===== src/rtl/local_net_interface.sv =====
// Network interface between a processing element and the local port of a mesh router:
// packs and buffers injected flits, and buffers and checks ejected flits, with counters and sticky errors.
module local_net_interface #(
  parameter int DATASIZE  = 30,
  parameter int NODE_ID   = 6,
  parameter int INJ_DEPTH = 4,
  parameter int EJ_DEPTH  = 4
) (
  input  logic                clk,
  input  logic                rst,
  input  logic                tx_valid,
  output logic                tx_ready,
  input  logic [3:0]          tx_dest,
  input  logic [DATASIZE-9:0] tx_payload,
  output logic [DATASIZE-1:0] inj_data,
  output logic                inj_valid,
  input  logic                router_full,
  input  logic [DATASIZE-1:0] ej_data,
  input  logic                ej_valid,
  output logic                rx_valid,
  input  logic                rx_ready,
  output logic [3:0]          rx_src,
  output logic [DATASIZE-9:0] rx_payload,
  output logic                err_overflow,
  output logic                err_misroute,
  output logic [15:0]         tx_cnt,
  output logic [15:0]         rx_cnt
);

  localparam int INJ_AW = $clog2(INJ_DEPTH);
  localparam int EJ_AW  = $clog2(EJ_DEPTH);
  localparam logic [3:0]      LP_NODE    = 4'(NODE_ID);
  localparam logic [INJ_AW:0] LP_INJ_ONE = 1;
  localparam logic [EJ_AW:0]  LP_EJ_ONE  = 1;

  // ---------------- injection path ----------------
  logic [DATASIZE-1:0] r_inj_mem [INJ_DEPTH];
  logic [INJ_AW:0]     r_inj_wr_ptr;
  logic [INJ_AW:0]     r_inj_rd_ptr;
  logic [DATASIZE-1:0] r_inj_data;
  logic                r_inj_valid;
  logic [15:0]         r_tx_cnt;

  logic                w_inj_empty;
  logic                w_inj_full;
  logic                w_inj_push;
  logic                w_inj_pop;
  logic [DATASIZE-1:0] w_tx_flit;

  assign w_inj_empty = (r_inj_wr_ptr == r_inj_rd_ptr);
  assign w_inj_full  = (r_inj_wr_ptr[INJ_AW] != r_inj_rd_ptr[INJ_AW]) &&
                       (r_inj_wr_ptr[INJ_AW-1:0] == r_inj_rd_ptr[INJ_AW-1:0]);
  assign w_inj_push  = tx_valid && !w_inj_full;
  assign w_inj_pop   = !w_inj_empty && !router_full;
  assign w_tx_flit   = {tx_dest, LP_NODE, tx_payload};

  assign tx_ready  = !w_inj_full;
  assign inj_data  = r_inj_data;
  assign inj_valid = r_inj_valid;
  assign tx_cnt    = r_tx_cnt;

  // Storage carries no reset; the pointers alone define what is valid.
  always_ff @(posedge clk) begin
    if (w_inj_push) begin
      r_inj_mem[r_inj_wr_ptr[INJ_AW-1:0]] <= w_tx_flit;
    end
  end

  always_ff @(posedge clk) begin
    if (rst) begin
      r_inj_wr_ptr <= '0;
      r_inj_rd_ptr <= '0;
      r_inj_data   <= '0;
      r_inj_valid  <= 1'b0;
      r_tx_cnt     <= '0;
    end else begin
      r_inj_valid <= w_inj_pop;
      if (w_inj_push) begin
        r_inj_wr_ptr <= r_inj_wr_ptr + LP_INJ_ONE;
      end
      if (w_inj_pop) begin
        r_inj_rd_ptr <= r_inj_rd_ptr + LP_INJ_ONE;
        r_inj_data   <= r_inj_mem[r_inj_rd_ptr[INJ_AW-1:0]];
        r_tx_cnt     <= r_tx_cnt + 16'd1;
      end
    end
  end

  // ---------------- ejection path ----------------
  // The destination field is checked on arrival and not stored.
  logic [DATASIZE-5:0] r_ej_mem [EJ_DEPTH];
  logic [EJ_AW:0]      r_ej_wr_ptr;
  logic [EJ_AW:0]      r_ej_rd_ptr;
  logic                r_err_overflow;
  logic                r_err_misroute;
  logic [15:0]         r_rx_cnt;

  logic                w_ej_empty;
  logic                w_ej_full;
  logic                w_ej_push;
  logic                w_ej_pop;
  logic                w_ej_misroute;
  logic [DATASIZE-5:0] w_ej_head;

  assign w_ej_empty    = (r_ej_wr_ptr == r_ej_rd_ptr);
  assign w_ej_full     = (r_ej_wr_ptr[EJ_AW] != r_ej_rd_ptr[EJ_AW]) &&
                         (r_ej_wr_ptr[EJ_AW-1:0] == r_ej_rd_ptr[EJ_AW-1:0]);
  assign w_ej_pop      = !w_ej_empty && rx_ready;
  // A pop in the same cycle frees the slot the incoming flit lands in.
  assign w_ej_push     = ej_valid && (!w_ej_full || w_ej_pop);
  assign w_ej_misroute = ej_valid && (ej_data[DATASIZE-1:DATASIZE-4] != LP_NODE);
  assign w_ej_head     = r_ej_mem[r_ej_rd_ptr[EJ_AW-1:0]];

  assign rx_valid     = !w_ej_empty;
  assign rx_src       = w_ej_head[DATASIZE-5:DATASIZE-8];
  assign rx_payload   = w_ej_head[DATASIZE-9:0];
  assign err_overflow = r_err_overflow;
  assign err_misroute = r_err_misroute;
  assign rx_cnt       = r_rx_cnt;

  always_ff @(posedge clk) begin
    if (w_ej_push) begin
      r_ej_mem[r_ej_wr_ptr[EJ_AW-1:0]] <= ej_data[DATASIZE-5:0];
    end
  end

  always_ff @(posedge clk) begin
    if (rst) begin
      r_ej_wr_ptr    <= '0;
      r_ej_rd_ptr    <= '0;
      r_err_overflow <= 1'b0;
      r_err_misroute <= 1'b0;
      r_rx_cnt       <= '0;
    end else begin
      if (w_ej_push) begin
        r_ej_wr_ptr <= r_ej_wr_ptr + LP_EJ_ONE;
      end
      if (w_ej_pop) begin
        r_ej_rd_ptr <= r_ej_rd_ptr + LP_EJ_ONE;
        r_rx_cnt    <= r_rx_cnt + 16'd1;
      end
      if (ej_valid && !w_ej_push) begin
        r_err_overflow <= 1'b1;
      end
      if (w_ej_misroute) begin
        r_err_misroute <= 1'b1;
      end
    end
  end

endmodule


===== config.mk =====
export PLATFORM = sky130hd
export DESIGN_NAME = local_net_interface
export DESIGN_NICKNAME = d
export VERILOG_FILES = /design/src/rtl/local_net_interface.sv
export SDC_FILE = /design/constraint.sdc
export NUM_CORES = 1
export LEC_CHECK = 0
export ABC_AREA = 1
export CAP_MARGIN = 20
export CORE_ASPECT_RATIO = 0.6
export CORE_MARGIN = 4
export CORE_UTILIZATION = 55
export CTS_CLUSTER_DIAMETER = 100
export DETAILED_ROUTE_END_ITERATION = 8
export GPL_TIMING_DRIVEN = 0
export PLACE_DENSITY = 0.88
export SLEW_MARGIN = 20
export SYNTH_ARGS = -nofsm -noshare
export SYNTH_HDL_FRONTEND = slang
export SYNTH_SLANG_ARGS = --single-unit

===== constraint.sdc =====
create_clock -name clk -period 4.45 [get_ports clk]
set_input_delay 0.6675 -clock clk [delete_from_list [all_inputs] [get_ports clk]]
set_output_delay 0.6675 -clock clk [all_outputs]
set_load 0.05 [all_outputs]

==> flow_metrics.py, run 1 <==
metrics = {
    "detailed_routing": {
        "vias_per_cell": 5.51,
        "via_count": 8464,
        "first_iter_violations": 972,
        "postRouteWirelength_mm": 27.8,
        "route.detailed.wl_per_inst_um": 18.1,
        "antenna_viol_nets_final": 0,
        "drc_violations_left": 0,
        "detailedRoute.firstPassIterationCount": 5,
    },
    "finish": {
        "post_route_cells_drive_above_1_share_pct": 6.49,
        "final_design_area_no_fill_um2": 14400,
        "layout_common_cells": "sky130_fd_sc_hd__nor2_1, sky130_fd_sc_hd__edfxtp_1, sky130_fd_sc_hd__o21ai_0",
        "nets": 1318,
        "final_core_utilization_pct": 71.0,
        "final_common_cell": "sky130_fd_sc_hd__nor2_1",
        "n_antenna_cell": 0,
        "flow.area_growth_from_synthesis_pct": 25.6,
    },
    "logic_synthesis": {
        "synth-warning-count": 0,
        "post_synth_num_cell_types": 29,
        "dominant_combinational_cell_family_by_area_after_synthesis": "simple AND/OR/NAND/NOR gates",
        "gate_count_of_the_mapped_netlist": 1056,
        "synthAdderAreaFrac_pct": 1.31,
        "synth_simple_gate_area_share_pct": 14.1,
        "synth_xor_xnor_area_share_pct": 2.12,
        "synthMuxAreaShare_pct": 0,
        "synth.avg_cell_area_um2": 10.8,
        "ys_seq_elements": 284,
        "synthesis.area_um2": 11400,
        "synth_compound_gate_area_share_pct": 10.3,
        "ys_seq_area_share_pct": 67.9,
    },
    "setup_path": {
        "cpMaxStageDelayCell": "sky130_fd_sc_hd__clkdlybuf4s50_1",
        "worst_setup_path_end_kind": "output pin",
        "crit_arrival_ns": 2.96,
        "critical_path.reg2reg.endpoint": "r_ej_mem[0][6]$_DFFE_PP_",
        "worst_ep_required_time_ns": 3.78,
        "critPathMaxFanout": 10,
        "critical_path.cell_chain": "clkbuf_1 > inv_1 > clkbuf_1 > o21ai_0 > o22ai_1 > clkdlybuf4s50_1",
        "cell_count_of_the_worst_reg_to_reg_path": 6,
        "cp-start-kind": "flip-flop",
        "critPathMaxStageDelay_ns": 0.84,
        "path_class": "flip-flop to output pin",
        "timing.critical_path.mode_cell": "sky130_fd_sc_hd__clkbuf_1",
        "rr_startpoint": "r_ej_wr_ptr[0]$_SDFFE_PP0P_",
        "ff2ff_setup_slack_ns": 2.32,
    },
    "grt": {
        "via_count_of_the_first_global_routing_pass": 8095,
        "largest_net_degree_at_the_start_of_global_routing": 23,
        "antenna_violations_before_repair": 0,
        "grt.overflow.total": 0,
        "grt.total_usage_pct": 23.4,
        "grt_first_pass_wirelength_mm": 43.7,
    },
    "power_and_ir_drop": {
        "leakage_uw": 0.00497,
        "power_density_nw_per_um2": 490,
        "ir_drop_v": 0.000356,
    },
    "floorplanning": {
        "number_of_cell_rows": 40,
        "core_area_um2": 20200,
        "die_height_um": 120,
        "fp.dieArea_um2": 23200,
        "floorplan.die.width_um": 194,
        "ios": 155,
        "initial_utilization_pct": 56.6,
    },
    "place": {
        "port-buffer-count": 152,
        "dp_hpwl_mm": 19.3,
        "globalplace.congestion": 0.865,
        "dpl_cell_area_um2": 13600,
    },
    "sta": {
        "fin_setup_tns_ns": 0,
        "fin_worst_skew_ns": 0.00757,
        "drv_slew": 0,
        "relSlewSlack_pct": 56.2,
        "rsz0062_at_grt": "no",
        "max_freq_ghz": 0.276,
        "fin_crit_sh_pct": 81.5,
        "final-hold-violation-count": 0,
        "timing_worst_slew_pin_value_ns": 0.656,
        "setup-violations-final": 0,
        "finalWorstPathRequiredPeriod_ns": 3.63,
    },
    "cts": {
        "cts_made_buffers": 25,
        "cts_root_buf": "sky130_fd_sc_hd__clkbuf_16",
        "post_cts_repair_timing_setup_buffer_count": 0,
        "clock_sinks": 284,
        "postCtsResizedCells": 0,
        "ctsLongestPathBuffers": 3,
        "h_tree_levels": 1,
        "ctsHoldBuffers": 0,
        "path_clk_slew_ns": 0.06,
        "worst_skew_pair.late_latency_ns": 0.52,
        "cts_tree": "done",
    },
    "min_path": {
        "sink_of_the_worst_hold_path": "err_overflow$_SDFFE_PP0P_",
        "holdCritStartpoint": "err_overflow$_SDFFE_PP0P_",
        "worstHoldPathType": "flip-flop to flip-flop",
        "min_path_cells": 2,
    },
    "run_status": {
        "run_status": "finished, final reports clean",
    },
    "run": {
        "maxCapViolations": 0,
    },
}
## critical path, delay by kind of cell (launching register included)
kind / cells / cell delay (ns)
buf+inv: 4 / 1.75
compound gates: 2 / 0.38
flops: 1 / 0.31
## worst max-delay path by stage
stage / startpoint / end / cells after the start
finish: flip-flop / rx_src[2] / 6
global route: flip-flop / rx_src[2] / 6
CTS: flip-flop / rx_src[2] / 6
detailed placement: flip-flop / rx_src[3] / 6
global placement: rx_ready / r_ej_mem[0][6]$_DFFE_PP_ / 5
floorplan: r_inj_rd_ptr[2]$_SDFFE_PP0P_ / r_inj_mem[0][0]$_DFFE_PP_ / 4
## logic make-up after synthesis
logic type,after synthesis
buffers and inverters,98
AND/OR/NAND/NOR,407
other,1
AO/OA/AOI/OAI,228
flip-flops,284
adder cells (fa/ha/maj),12
XOR/XNOR,26
## flip-flops by register name, summed over array words and instances, names as in the netlist, named ones only
register      count
inj_data         27
r_ej_wr_ptr       3
r_inj_mem       104
tx_cnt           16
inj_valid         1
err_overflow      1
r_ej_mem        104
r_ej_rd_ptr       3
err_misroute      1
r_inj_wr_ptr      3
r_inj_rd_ptr      3
rx_cnt           16
## routing by layer
layer	GRT usage, %	vias to the layer above	wire, µm
li1	-	4010	-
met1	34.7	4035	12400
met4	5.31	0	561
met5	0	-	0
met3	3.98	44	2210
met2	36.6	375	12600
## synth_stat cells
cell type	count	area, µm²
sky130_fd_sc_hd__nor2_1	261	980
sky130_fd_sc_hd__edfxtp_1	208	6250
sky130_fd_sc_hd__o21ai_0	157	786
sky130_fd_sc_hd__nand2_1	115	432
sky130_fd_sc_hd__dfxtp_1	76	1520
sky130_fd_sc_hd__inv_1	43	161
sky130_fd_sc_hd__clkbuf_1	30	113
sky130_fd_sc_hd__a21oi_1	29	145
sky130_fd_sc_hd__o22ai_1	26	163
sky130_fd_sc_hd__nand3_1	19	95.1
sky130_fd_sc_hd__o21ai_1	16	80.1
sky130_fd_sc_hd__xor2_1	16	140
sky130_fd_sc_hd__buf_6	12	135
sky130_fd_sc_hd__ha_1	12	150
sky130_fd_sc_hd__xnor2_1	8	70.1
sky130_fd_sc_hd__buf_2	6	30.0
sky130_fd_sc_hd__nand4_1	6	37.5
sky130_fd_sc_hd__buf_4	3	22.5
sky130_fd_sc_hd__nand3b_1	2	15.0
sky130_fd_sc_hd__xnor2_2	2	32.5
sky130_fd_sc_hd__buf_1	1	3.75
sky130_fd_sc_hd__conb_1	1	3.75
sky130_fd_sc_hd__inv_2	1	3.75
sky130_fd_sc_hd__inv_4	1	6.26
sky130_fd_sc_hd__inv_6	1	8.76
sky130_fd_sc_hd__nand2_4	1	11.3
sky130_fd_sc_hd__nand2_8	1	20.0
sky130_fd_sc_hd__nand3_2	1	10.0
sky130_fd_sc_hd__nand3_4	1	17.5
## power by group
| part | switching (µW) | internal [µW] | leakage, µW |
|---|---|---|---|
| clock network | 924 | 1230 | 0.000398 |
| registers | 82.8 | 3010 | 0.00253 |
| logic | 1220 | 571 | 0.00204 |
## area by class of cell
| type | count | area, µm² |
|---|---|---|
| clock buffer | 34 | 669 |
| inverter | 46 | 180 |
| tap | 273 | 342 |
| sequential | 284 | 7770 |
| clock inverter | 12 | 136 |
| timing repair buffer | 160 | 1710 |
| fill | 1374 | 5850 |
| multi-input combinational | 675 | 3250 |
| buffer | 52 | 304 |
## through the flow
stage          std cells  hold WS [ns]  setup WS, ns  total power [µW]
3_3_place_gp        1482         0.439         0.440              4840
5_1_grt             1536         0.475         0.641              7310
3_5_place_dp        1490         0.440          1.45              4920
6_report            1536         0.448         0.824              7040
4_1_cts             1536         0.450         0.831              7050
2_1_floorplan       1057         0.478          1.52              4270
(Power assumes the default switching activity.)
==> run 2, diff against run 1 <==
- CORE_UTILIZATION: 55 -> 49
- PLACE_DENSITY: 0.88 -> 0.83
- clock period: 4.45 -> 3.1 ns (I/O delays scaled with it)
==> flow_metrics.py, run 2 (same netlist as run 1, synthesis figures left out) <==
metrics = {
    "run_status": {
        "run_status": "finished, final reports clean",
    },
    "finish": {
        "final_common_cell": "sky130_fd_sc_hd__nor2_1",
        "post_route_cells_drive_above_1_share_pct": 8.30,
        "nets": 1319,
        "final_core_utilization_pct": 64.5,
        "layout_common_cells": "sky130_fd_sc_hd__nor2_1, sky130_fd_sc_hd__edfxtp_1, sky130_fd_sc_hd__o21ai_0",
        "final.fill_count": 1701,
        "flow.area_growth_from_synthesis_pct": 26.8,
        "n_antenna_cell": 0,
        "final_design_area_no_fill_um2": 14500,
    },
    "sta": {
        "fin_crit_sh_pct": 98.2,
        "drv_slew": 0,
        "fin_setup_tns_ns": 0,
        "rsz0062_at_grt": "yes",
        "fin_worst_skew_ns": 0.0133,
        "final-hold-violation-count": 0,
        "final.setup.worst_slack_ns": 0.0548,
        "relSlewSlack_pct": 54.4,
        "setup-violations-final": 0,
        "max_freq_ghz": 0.328,
        "finalWorstPathRequiredPeriod_ns": 3.05,
        "timing_worst_slew_pin_value_ns": 0.684,
    },
    "grt": {
        "grt_first_pass_wirelength_mm": 43.9,
        "largest_net_degree_at_the_start_of_global_routing": 22,
        "grt.overflow.total": 0,
        "via_count_of_the_first_global_routing_pass": 8090,
        "grt.total_usage_pct": 21.2,
        "antenna_violations_before_repair": 0,
    },
    "floorplanning": {
        "floorplan.die.width_um": 205,
        "ios": 155,
        "number_of_cell_rows": 42,
        "initial_utilization_pct": 50.9,
        "core_area_um2": 22500,
        "fp.dieArea_um2": 25900,
        "die_height_um": 126,
    },
    "detailed_routing": {
        "via_count": 8402,
        "detailedRoute.firstPassIterationCount": 5,
        "postRouteWirelength_mm": 28.1,
        "drc_violations_left": 0,
        "first_iter_violations": 648,
        "antenna_viol_nets_final": 0,
        "route.detailed.wl_per_inst_um": 17.9,
        "vias_per_cell": 5.34,
    },
    "cts": {
        "clock_sinks": 284,
        "ctsLongestPathBuffers": 3,
        "h_tree_levels": 1,
        "cts_root_buf": "sky130_fd_sc_hd__clkbuf_16",
        "cts_tree": "done",
        "path_clk_slew_ns": 0.07,
        "cts_made_buffers": 26,
        "worst_skew_pair.late_latency_ns": 0.52,
    },
    "min_path": {
        "worstHoldPathType": "flip-flop to flip-flop",
    },
    "setup_path": {
        "crit_arrival_ns": 2.58,
        "critical_path.cell_chain": "inv_1 > clkbuf_1 > o21ai_0 > o22ai_1 > dlygate4sd2_1",
        "worst_ep_required_time_ns": 2.63,
        "worst_setup_path_end_kind": "output pin",
        "cp-start-kind": "flip-flop",
        "critPathMaxStageDelay_ns": 0.57,
        "critPathMaxFanout": 10,
        "cpMaxStageDelayCell": "sky130_fd_sc_hd__dlygate4sd2_1",
        "path_class": "flip-flop to output pin",
    },
    "power_and_ir_drop": {
        "power_density_nw_per_um2": 714,
        "leakage_uw": 0.00508,
        "ir_drop_v": 0.000417,
    },
    "place": {
        "dpl_cell_area_um2": 13600,
        "place_worst_setup_slack_ns": 0.285,
        "globalplace.congestion": 0.910,
        "port-buffer-count": 152,
        "dp_hpwl_mm": 19.5,
    },
    "run": {
        "maxCapViolations": 0,
    },
}
run 2: critical path: cells and delay by family, from the launching register on:
kind | cells | cell delay [ns]
buffers and inverters | 3 | 1.28
DFF | 1 | 0.42
AOI/OAI and AO/OA | 2 | 0.35
run 2: what timing repair did:
| action | 4_1_cts | 5_1_grt |
|---|---|---|
| hold buffers | 0 | 0 |
| setup buffers | 0 | 0 |
| endpoints found under the setup margin | 26 | 18 |
| gates resized for setup | 32 | 24 |
| endpoints found under the hold margin | 0 | 0 |
run 2: final cells by class:
cell class,count,area (µm²),share of cell area [%]
plain buffers,52,312,2.15
clock buffers,35,767,5.29
clock inverters,13,171,1.18
repair buffers,160,1670,11.5
multi-input cells,675,3250,22.4
flip-flops and latches,284,7770,53.6
well taps,308,385,2.66
inverters,46,180,1.24
run 2: path summary, 6_finish.rpt:
path / start / endpoint / slack, ns / depth (start not counted)
worst max-delay path: flip-flop / rx_payload[21] / 0.05 / 5
worst min-delay path: err_overflow$_SDFFE_PP0P_ / err_overflow$_SDFFE_PP0P_ / 0.46 / 2
worst max register to register: r_inj_rd_ptr[2]$_SDFFE_PP0P_ / r_inj_mem[3][17]$_DFFE_PP_ / 0.95 / 5
worst min register to register: err_overflow$_SDFFE_PP0P_ / err_overflow$_SDFFE_PP0P_ / 0.46 / 2
run 2: power by group:
part / total (µW) / switching, µW / internal [µW]
Clock: 3430 / 1360 / 2070
Sequential: 4430 / 113 / 4320
Combinational: 2500 / 1750 / 745
Total: 10400 / 3230 / 7140
run 2: stage by stage:
stage	instances	power, µW	hold slack [ns]
final	1573	10400	0.457
after detailed placement	1525	7070	0.455
after global routing	1573	10800	0.503
after floorplan	1057	6130	0.478
after global placement	1517	6970	0.439
after CTS	1573	10400	0.466
run 2: routing by layer:
layer  part of all wire, %  wire length, µm  track usage [%]
met2                    45            12700             33.2
met4                   1.8              493             4.60
met1                    45            12600             31.2
met3                   8.3             2350             4.06
met5                     0                0                0
==> run 3, diff against run 2 <==
- CORE_UTILIZATION: 49 -> 40
- PLACE_DENSITY: 0.83 -> 0.72
==> flow_metrics.py, run 3 (same netlist as run 1, synthesis figures left out) <==
metrics = {
    "sta": {
        "setup-violations-final": 0,
        "fin_crit_sh_pct": 94.7,
        "fin_worst_skew_ns": 0.00940,
        "max_freq_ghz": 0.341,
        "finalWorstPathRequiredPeriod_ns": 2.94,
        "drv_slew": 0,
        "relSlewSlack_pct": 53.1,
        "final-hold-violation-count": 0,
        "timing_worst_slew_pin_value_ns": 0.703,
        "rsz0062_at_grt": "no",
        "final.setup.worst_slack_ns": 0.163,
    },
    "cts": {
        "clock_sinks": 284,
        "cts_made_buffers": 26,
        "cts_root_buf": "sky130_fd_sc_hd__clkbuf_16",
        "cts_tree": "done",
        "worst_skew_pair.late_latency_ns": 0.53,
        "ctsLongestPathBuffers": 3,
        "path_clk_slew_ns": 0.06,
        "post_cts_repair_timing_setup_buffer_count": 0,
        "h_tree_levels": 1,
    },
    "detailed_routing": {
        "antenna_viol_nets_final": 0,
        "vias_per_cell": 5.03,
        "postRouteWirelength_mm": 28.1,
        "via_count": 8220,
        "first_iter_violations": 716,
        "route.detailed.wl_per_inst_um": 17.2,
        "detailedRoute.firstPassIterationCount": 5,
        "drc_violations_left": 0,
    },
    "grt": {
        "via_count_of_the_first_global_routing_pass": 7912,
        "antenna_violations_before_repair": 2,
        "largest_net_degree_at_the_start_of_global_routing": 21,
        "grt_first_pass_wirelength_mm": 44.5,
        "grt.overflow.total": 0,
        "grt.total_usage_pct": 17.7,
    },
    "finish": {
        "final_common_cell": "sky130_fd_sc_hd__nor2_1",
        "final_core_utilization_pct": 52.0,
        "layout_common_cells": "sky130_fd_sc_hd__nor2_1, sky130_fd_sc_hd__edfxtp_1, sky130_fd_sc_hd__o21ai_0",
        "post_route_cells_drive_above_1_share_pct": 8.06,
        "flow.area_growth_from_synthesis_pct": 26.7,
        "nets": 1319,
    },
    "place": {
        "port-buffer-count": 152,
        "dp_hpwl_mm": 19.8,
        "place_worst_setup_slack_ns": 0.287,
        "globalplace.congestion": 0.813,
    },
    "floorplanning": {
        "die_height_um": 139,
        "ios": 155,
        "floorplan.die.width_um": 226,
        "core_area_um2": 27900,
        "fp.dieArea_um2": 31500,
        "initial_utilization_pct": 41.0,
        "number_of_cell_rows": 47,
    },
    "setup_path": {
        "cell_count_of_the_worst_reg_to_reg_path": 5,
        "timing.critical_path.mode_cell": "sky130_fd_sc_hd__clkbuf_1",
        "critical_path.reg2reg.endpoint": "r_inj_mem[3][21]$_DFFE_PP_",
        "cpMaxStageDelayCell": "sky130_fd_sc_hd__dlygate4sd2_1",
        "worst_setup_path_end_kind": "output pin",
        "critPathMaxStageDelay_ns": 0.56,
        "path_class": "flip-flop to output pin",
        "ff2ff_setup_slack_ns": 0.86,
        "critPathMaxFanout": 10,
        "cp-start-kind": "flip-flop",
        "worst_ep_required_time_ns": 2.63,
        "critical_path.cell_chain": "clkbuf_1 > clkbuf_1 > nor2_1 > o22ai_1 > dlygate4sd2_1",
        "rr_startpoint": "r_inj_rd_ptr[2]$_SDFFE_PP0P_",
        "timing.critical_path.to": "rx_payload[13]",
        "crit_arrival_ns": 2.47,
    },
    "power_and_ir_drop": {
        "ir_drop_v": 0.000487,
        "power_density_nw_per_um2": 703,
        "leakage_uw": 0.00504,
        "post-layout-total-power_uw": 10200,
    },
    "run_status": {
        "run_status": "finished, final reports clean",
    },
    "run": {
        "maxCapViolations": 0,
    },
    "min_path": {
        "worstHoldPathType": "flip-flop to flip-flop",
    },
}
[run 3: cell types whose count changed in the layout (fill, tap and decap cells not counted), sizes merged]
| cell | change |
|---|---|
| clkdlybuf4s15 | +1 |
| clkinv | +2 |
| diode | +1 |
| clkbuf | +3 |
| clkinvlp | -1 |
| dlygate4sd2 | -5 |
[run 3: power by group]
group | switching, µW | internal [µW] | leakage [µW]
Sequential | 112 | 4320 | 0.00253
Combinational | 1730 | 741 | 0.00209
Clock | 1360 | 1930 | 0.000421
[run 3: worst min path at each step]
| stage | endpoint | depth (start not counted) | startpoint |
|---|---|---|---|
| after floorplan | r_ej_wr_ptr[2]$_SDFFE_PP0P_ | 2 | r_ej_wr_ptr[2]$_SDFFE_PP0P_ |
| after detailed placement | err_overflow$_SDFFE_PP0P_ | 2 | err_overflow$_SDFFE_PP0P_ |
| final | err_overflow$_SDFFE_PP0P_ | 2 | err_overflow$_SDFFE_PP0P_ |
| after CTS | err_overflow$_SDFFE_PP0P_ | 2 | err_overflow$_SDFFE_PP0P_ |
| after global placement | err_overflow$_SDFFE_PP0P_ | 2 | err_overflow$_SDFFE_PP0P_ |
| after global routing | err_overflow$_SDFFE_PP0P_ | 2 | err_overflow$_SDFFE_PP0P_ |
[run 3: timing repair]
item	in CTS	in global routing
resized for setup	29	38
hold buffers	0	0
setup endpoints to repair	26	26
[run 3: area by class of cell]
class	count	area, µm²
plain buffers	52	313
clock inverters	14	170
diodes	1	2.50
clock buffers	34	702
well taps	367	459
inverters	46	180
multi-input cells	675	3250
flip-flops and latches	284	7770
repair buffers	160	1650
fillers	2427	13400
[run 3: metal layers]
metal	wire [µm]	vias to the layer above	global-route usage (%)	part of all wire (%)
li1	-	4001	-	-
met1	13000	3919	26.3	46
met2	12400	258	26.7	44
met3	2050	40	3.98	7.3
met4	645	2	4.16	2.3
met5	13	-	0	0.046
[run 3: worst max-delay path, delay by kind of cell, from the launching register on]
kind / cells / cell delay, ns
AOI/OAI and AO/OA: 1 / 0.16
and+or+nand+nor: 1 / 0.11
buffers and inverters: 3 / 1.37
DFF: 1 / 0.31
[run 3: stage by stage]
| step | hold WS [ns] | instances | cell area, µm² | setup TNS [ns] |
|---|---|---|---|---|
| 3_3_place_gp | 0.442 | 1576 | 13400 | -125.32 |
| 3_5_place_dp | 0.449 | 1584 | 13700 | 0 |
| 4_1_cts | 0.459 | 1632 | 14500 | 0 |
| 5_1_grt | 0.496 | 1633 | 14500 | 0 |
| 2_1_floorplan | 0.478 | 1057 | 11400 | 0 |
| 6_report | 0.453 | 1633 | 14500 | 0 |
